--- config.mk ---
export PLATFORM = sky130hd
export DESIGN_NAME = irq_ctrl
export DESIGN_NICKNAME = d
export VERILOG_FILES = /design/src/rtl/irq_ctrl_pkg.sv /design/src/rtl/irq_ctrl_sync_ff.sv /design/src/rtl/irq_ctrl.sv
export SDC_FILE = /design/constraint.sdc
export NUM_CORES = 1
export LEC_CHECK = 0
export CAP_MARGIN = 20
export CORE_ASPECT_RATIO = 1.2
export CORE_UTILIZATION = 30
export DETAILED_ROUTE_END_ITERATION = 8
export MAX_ROUTING_LAYER = met4
export PLACE_DENSITY = 0.8
export SLEW_MARGIN = 20
export SYNTH_ARGS = -nofsm -noshare
export SYNTH_HDL_FRONTEND = slang
export SYNTH_HIERARCHICAL = 1
export SYNTH_SLANG_ARGS = --single-unit
export TNS_END_PERCENT = 1
--- constraint.sdc ---
create_clock -name clk -period 2 [get_ports clk]
set_input_delay 0.6 -clock clk [delete_from_list [all_inputs] [get_ports clk]]
set_output_delay 0.6 -clock clk [all_outputs]
set_load 0.05 [all_outputs]
--- src/rtl/irq_ctrl_pkg.sv ---
// Shared definitions for the machine-mode interrupt/trap controller:
// interrupt codes, mip bit positions, FSM states and cause encoders.
package irq_ctrl_pkg;

  // Interrupt cause codes (low bits of mcause when bit 31 is set)
  localparam logic [4:0] IRQ_MSI = 5'd3;
  localparam logic [4:0] IRQ_MTI = 5'd7;
  localparam logic [4:0] IRQ_MEI = 5'd11;

  // Bit positions of the pending flags inside mip
  localparam int MIP_MSIP = 3;
  localparam int MIP_MTIP = 7;
  localparam int MIP_MEIP = 11;

  typedef enum logic [1:0] {
    IDLE    = 2'd0,
    TRAP    = 2'd1,
    HANDLER = 2'd2
  } irq_state_t;

  // Highest-priority active interrupt code: MEI > MSI > MTI.
  // Only meaningful when at least one of the three bits is set.
  function automatic logic [4:0] irq_code(input logic [31:0] act);
    logic [4:0] code;
    if (act[MIP_MEIP])      code = IRQ_MEI;
    else if (act[MIP_MSIP]) code = IRQ_MSI;
    else                    code = IRQ_MTI;
    return code;
  endfunction

  // mcause word for an interrupt (bit 31 set)
  function automatic logic [31:0] irq_cause_word(input logic [4:0] code);
    return {1'b1, 26'b0, code};
  endfunction

  // mcause word for a synchronous exception (bit 31 clear)
  function automatic logic [31:0] exc_cause_word(input logic [4:0] code);
    return {27'b0, code};
  endfunction

endpackage

--- src/rtl/irq_ctrl_sync_ff.sv ---
// Multi-bit, multi-stage flip-flop synchronizer with asynchronous clear.
// Each bit is an independent level synchronizer; STAGES must be >= 2.
module sync_ff #(
  parameter int WIDTH  = 1,
  parameter int STAGES = 2
) (
  input  logic             clk,
  input  logic             rst,
  input  logic [WIDTH-1:0] d_i,
  output logic [WIDTH-1:0] q_o
);

  logic [STAGES-1:0][WIDTH-1:0] stage_q;
  logic [STAGES-1:0][WIDTH-1:0] stage_d;

  // Shift the raw input into stage 0 and every stage into the next one
  always_comb begin
    stage_d = {stage_q[STAGES-2:0], d_i};
  end

  // Synchronizer chain, cleared asynchronously
  always_ff @(posedge clk or posedge rst) begin
    if (rst) stage_q <= '0;
    else     stage_q <= stage_d;
  end

  assign q_o = stage_q[STAGES-1];

endmodule

--- src/rtl/irq_ctrl.sv ---
// Machine-mode interrupt and trap controller. Synchronizes the platform
// interrupt lines into mip, arbitrates interrupts against synchronous
// exceptions and issues a one-cycle trap request per trap.
module irq_ctrl
  import irq_ctrl_pkg::*;
#(
  parameter int NUM_EXT     = 4,
  parameter int SYNC_STAGES = 2
) (
  input  logic               clk,
  input  logic               rst,
  input  logic [NUM_EXT-1:0] ext_irq,
  input  logic               timer_irq,
  input  logic               soft_irq,
  input  logic [31:0]        mie,
  input  logic               irq_en,
  input  logic               boundary,
  input  logic               exc_valid,
  input  logic [4:0]         exc_cause,
  input  logic               trap_finish,
  output logic [31:0]        mip,
  output logic [31:0]        trap_cause,
  output logic               trap_pending,
  output logic               wake
);

  localparam int SW = NUM_EXT + 2;

  logic [SW-1:0] sync_in;
  logic [SW-1:0] sync_out;

  logic [31:0]   mip_d, mip_q;
  logic [31:0]   irq_act;
  logic          take_irq;

  irq_state_t    state_d, state_q;
  logic [31:0]   trap_cause_d, trap_cause_q;
  logic          trap_pending_d, trap_pending_q;

  // Layout: [NUM_EXT-1:0] external, [NUM_EXT] timer, [NUM_EXT+1] software
  assign sync_in = {soft_irq, timer_irq, ext_irq};

  sync_ff #(
    .WIDTH  (SW),
    .STAGES (SYNC_STAGES)
  ) u_sync (
    .clk (clk),
    .rst (rst),
    .d_i (sync_in),
    .q_o (sync_out)
  );

  // Build the pending word from the synchronized lines; no latching
  always_comb begin
    mip_d           = '0;
    mip_d[MIP_MEIP] = |sync_out[NUM_EXT-1:0];
    mip_d[MIP_MTIP] = sync_out[NUM_EXT];
    mip_d[MIP_MSIP] = sync_out[NUM_EXT+1];
  end

  // mip register, refreshed every cycle
  always_ff @(posedge clk or posedge rst) begin
    if (rst) mip_q <= '0;
    else     mip_q <= mip_d;
  end

  assign irq_act  = mip_q & mie;
  assign wake     = |irq_act;
  assign take_irq = boundary & irq_en & (|irq_act);

  // Next-state and cause selection; exceptions beat interrupts and
  // interrupts are only considered in IDLE
  always_comb begin
    state_d      = state_q;
    trap_cause_d = trap_cause_q;
    unique case (state_q)
      IDLE: begin
        if (exc_valid) begin
          state_d      = TRAP;
          trap_cause_d = exc_cause_word(exc_cause);
        end else if (take_irq) begin
          state_d      = TRAP;
          trap_cause_d = irq_cause_word(irq_code(irq_act));
        end
      end
      TRAP: begin
        state_d = HANDLER;
      end
      HANDLER: begin
        if (exc_valid) begin
          state_d      = TRAP;
          trap_cause_d = exc_cause_word(exc_cause);
        end else if (trap_finish) begin
          state_d = IDLE;
        end
      end
      default: begin
        state_d = IDLE;
      end
    endcase
    trap_pending_d = (state_d == TRAP);
  end

  // Trap FSM with registered trap_pending and trap_cause outputs
  always_ff @(posedge clk or posedge rst) begin
    if (rst) begin
      state_q        <= IDLE;
      trap_cause_q   <= '0;
      trap_pending_q <= 1'b0;
    end else begin
      state_q        <= state_d;
      trap_cause_q   <= trap_cause_d;
      trap_pending_q <= trap_pending_d;
    end
  end

  assign mip          = mip_q;
  assign trap_cause   = trap_cause_q;
  assign trap_pending = trap_pending_q;

endmodule

**Word level (Yosys, flattened, before mapping)**

Index checks and enable logic that the tools add are counted.

- Bits in registers: 50
- Output and inout port bits: 66
- Input port bits: 49
- Logic and storage cells: 30

- Equality and inequality tests: 5
- Bitwise operators: 3
- Mux-type cells: 11
- Reduce and logical (&&, ||, !) cells: 5

Operators by type and width:

| kind | count |
|---|---|
| two-way mux 32 bit | 3 |
| one-hot mux 32 bit (2 select lines) | 1 |
| bitwise AND 12 x 32 -> 32 bit | 1 |
| OR reduction 32 bit | 1 |
| two-way mux 2 bit | 4 |
| one-hot mux 2 bit (3 select lines) | 1 |
| == test 2 x 1 -> 1 bit, second input constant | 2 |
| two-way mux 4 bit | 1 |
| OR reduction 4 bit | 1 |
| two-way mux 3 bit | 1 |
| inequality test 3 bit, second input constant | 1 |
| AND reduction 3 bit | 1 |
| bitwise AND 1 bit | 2 |
| == test 2 bit, second input constant | 1 |
| logical NOT 2 bit | 1 |
| inequality test 2 bit, second input constant | 1 |
| nonzero test 2 bit | 1 |

**Longest topological paths before layout**

- Depth in word-level cells: 7
- Gate-level depth with buffers: 3
- Depth with buffers taken out: 3

**Cells and area by module**

Netlist, hierarchy kept.

Modules (own cells, without submodules):

| module | instances | cells each | area each (um^2) | seq. area each (um^2) |
|---|---|---|---|---|
| irq_ctrl | 1 | 99 | 929.6 | 300.3 |
| sync_ff | 1 | 13 | 304.0 | 300.3 |

**Worst setup path before layout**

Ideal clock, no wire load.

- Path kind: register to output
- From: register mip_q[3], in the netlist mip[3]
- To: output port wake
- Cell stages (with the launch flop): 3
- Slack: -0.177 ns
- Data required time: 1.400 ns
- Arrival: 1.577 ns
- Path buffers: 0
- Cells stage by stage: dfrtp_1 a222oi_1 inv_1

- Longest elaborated chain between the ends: 2

Ends and longest elaborated chain:

| item | RTL line | RTL |
|---|---|---|
| start, declared | irq_ctrl.sv:32 | `logic [31:0] mip_d, mip_q;` |
| start signal, assigned | irq_ctrl.sv:64 | `else mip_q <= mip_d;` |
| bitwise AND 12 x 32 -> 32 bit | irq_ctrl.sv:67 | `assign irq_act = mip_q & mie;` |
| OR reduction 32 bit | irq_ctrl.sv:68 | `assign wake = \|irq_act;` |
| end, declared | irq_ctrl.sv:24 | `output logic wake` |

No other way between the ends.

**Final worst setup path**

- From: input port mie[3]
- To: output port wake

- Longest elaborated chain between the ends: 2

Ends and longest elaborated chain:

| item | RTL line | RTL |
|---|---|---|
| start, declared | irq_ctrl.sv:15 | `input logic [31:0] mie,` |
| bitwise AND 12 x 32 -> 32 bit | irq_ctrl.sv:67 |  |
| OR reduction 32 bit | irq_ctrl.sv:68 |  |

No other way between the ends.

==> flow_metrics.tcl <==
set metrics [dict create \
    dp_hpwl_microns 1390 \
    grt_setup_unrepaired "yes" \
    vias_per_cell 3.56 \
    crit_chain "buf_6 -> a222oi_1 -> inv_2 -> buf_8" \
    yosysSeqAreaShare_pct 48.7 \
    crit_path_end_kind "primary output" \
    final_core_util_pct 38.3 \
    clock_power_share_pct 26.8 \
    swShare_pct 38.7 \
    syn_area_sq_um 1230 \
    p_seq_share_pct 36.7 \
    clkTransAtPathRegs_ns 0.08 \
    dieArea_sq_um 4370 \
    yosysMostFrequentCell "buf_4" \
    busiest_layer "met2" \
    synth_compound_area_share_pct 8.82 \
    async_flop_share_pct 100 \
    syn_avg_cell_area_sq_um 11.0 \
    grt_first_pass_wirelength_microns 2640 \
    drt_iter0_drc 22 \
    grt_max_degree 15 \
    hp-class "reg -> reg" \
    crit_path_start_kind "input pin" \
    timing_worst_setup_path_type "in -> out" \
    synth_cells 112 \
    hold_buffers 0 \
    synth_top_family_by_area "buffers and inverters" \
    dr_total_vias 745 \
    synth_top_cell_by_area "dfrtp_1" \
    initial_utilization_pct 31.3 \
    power_mw 1.53 \
    netlist.area_leader.share_pct 48.7 \
    synth_fa_ha_area_share_pct 0 \
    power.density_nw_per_um2 1010 \
    yosysWarnings 6 \
    syn_to_final_growth_pct 22.5 \
    routed_wl_microns 1870 \
    stdcell_count 209 \
    ctsRootBufferMaster "clkbuf_8" \
    max-cap-violations 0 \
    htreeDepth 1 \
    finalWorstPathRequiredPeriod_ns 1.99 \
    p_comb_share_pct 36.5 \
    drv_slew 0 \
    cts_tree "yes" \
    critPathMaxFanout 2 \
    crit_family "compound AO/OA/AOI/OAI gates" \
    cts_buffer_depth 2 \
    design_area_sq_um 1510 \
    port_buffers 30 \
    nets 205 \
    insertion_delay_ns 0.26 \
    status "finished, final reports clean" \
    hold_slack_ns 0.351 \
    grt.overflow.total 0 \
    dp_cells 201 \
    yosysUniqueCellTypes 21 \
    first_pass_iters 4 \
    intPower_mw 0.941 \
    pre_cts_ws_ns -0.355 \
    clock_sinks 24 \
    max_freq_ghz 0.503 \
    hold_viol_final 0 \
    min_period_over_period_pct 99.4 \
    post_dp_cell_area_sq_um 1410 \
    cts_buffers 3 \
    yosys_register_bits 24 \
    leakage_nw 0.774 \
    synth_mux_area_share_pct 1.22 \
    synthTopCellsByArea "dfrtp_1 (49%), buf_4 (33%), inv_1 (2.1%), o32a_2 (1.8%), o211a_1 (1.6%)" \
    drive_gt1_share_pct 22.6 \
    synth_edf_count 0 \
    antenna_found_initial 0 \
    grt_use_total_pct 8.58 \
    diodes 0 \
    crit_slowest_cell "a222oi_1" \
    r2r.worst_path.cells 6 \
    synth-xor-area-share_pct 0 \
    ios 115 \
    die_y_microns 72.2 \
    power_switching_mw 0.593 \
    max_stage_delay_ns 0.44 \
    met1_usage_pct 9.31 \
    holdPathStages 0 \
    grt.met2_usage_pct 13.6 \
    fp.dieW_microns 60.5 \
    std_cell_rows 25 \
    drc 0 \
    grtUsageMet3_pct 3.21 \
    fin_setup_tns_ns 0 \
    crit_required_ns 1.40 \
    vdd_ir_drop_max_uv 417 \
    grt_pass1_vias 584 \
    synth_flop_cell "dfrtp_1" \
    synth_commonest_cells "buf_4 (55), dfrtp_1 (24), inv_1 (7), o21ai_0 (4), nand2b_1 (3)" \
    synth-simple-area-share_pct 5.38 \
    fin_ws_ns 0.0113 \
    path_depth 4 \
    setup_viol 0 \
    gp_congestion 0.787 \
    fill_cells 410 \
    ant_nets 0 \
    routedWlPerCell_microns 8.95 \
    arrival_ns 1.39 \
    path_buf_inv 3 \
    core_sq_um 3940 \
    finClkSkew_ns 0.00540 \
]
## sequential cells by signal, indices dropped and copies added (netlist names)
name,flops
trap_cause,6
u_sync/q_o,6
u_sync/stage_d,6
mip,3
state_q,2
trap_pending,1
## per-layer routing
layer  share of wire (%)  wire [microns]  vias to the layer above
li1                    -               -                      340
met1                  40             752                      349
met2                  46             868                       54
met3                  13             237                        2
met4                0.59              11                        0
met5                   0               0                        -
## cell type report
| cell class | count | area [sq um] | share of cell area, % |
|---|---|---|---|
| Tap cell | 54 | 67.6 | 4.47 |
| Timing Repair Buffer | 40 | 347 | 22.9 |
| Clock inverter | 1 | 30.0 | 1.99 |
| Inverter | 7 | 26.3 | 1.74 |
| Multi-Input combinational cell | 80 | 397 | 26.2 |
| Clock buffer | 3 | 41.3 | 2.73 |
| Sequential cell | 24 | 603 | 39.9 |
## path summary, 6_finish.rpt
path                       slack [ns]             end              start
hold / removal                   0.35   u_sync/q_o[3]  u_sync/stage_d[9]
max in group asynchronous        0.99          mip[3]                rst
hold reg to reg                  0.35   u_sync/q_o[3]  u_sync/stage_d[9]
min in group asynchronous        0.66   u_sync/q_o[3]                rst
setup reg to reg                 0.24  trap_cause[31]             mip[3]
setup / recovery                 0.01            wake             mie[3]
## repair_timing
action | 4_1_cts | 5_1_grt
setup buffers | 1 | 3
pin swaps | 1 | 1
setup endpoints to repair | 1 | 1
cloned | 0 | 0
gates resized for setup | 10 | 3
## kinds of logic after synthesis
family	count (synthesis)
compound gates	14
buf+inv	62
flops	24
mux	1
other cells	1
simple gates	10
## power by group through the flow
stage / clock network [mW] / registers [mW] / logic, mW
6_report: 0.411 / 0.563 / 0.560
5_1_grt: 0.450 / 0.570 / 0.586
3_3_place_gp: 0 / 0.572 / 0.544
4_1_cts: 0.428 / 0.563 / 0.554
2_1_floorplan: 0 / 0.686 / 0.392
3_5_place_dp: 0 / 0.573 / 0.549
## layout by cell type (no fill, tap or decap)
cell,netlist,final
nand3b_1,1,1
a31oi_1,2,2
o211a_1,2,2
o21ai_2,1,1
nand2b_1,3,3
dfrtp_1,24,22
or4_1,1,1
buf_6,0,1
nand4bb_1,1,1
bufinv_16,0,1
nand4_1,1,1
a22oi_1,1,1
inv_2,0,1
clkdlybuf4s50_1,0,16
nor2_1,1,1
o32a_2,2,2
a222oi_1,1,1
buf_4,55,20
clkbuf_8,0,3
dfrtp_2,0,2
conb_1,1,55
nor2b_1,1,1
buf_8,0,1
mux2_4,1,1
o31ai_1,1,1
inv_1,7,6
o21ai_0,4,4
clkbuf_2,0,2
nand3_1,1,1
No activity file was read; power rests on OpenSTA's default activity.
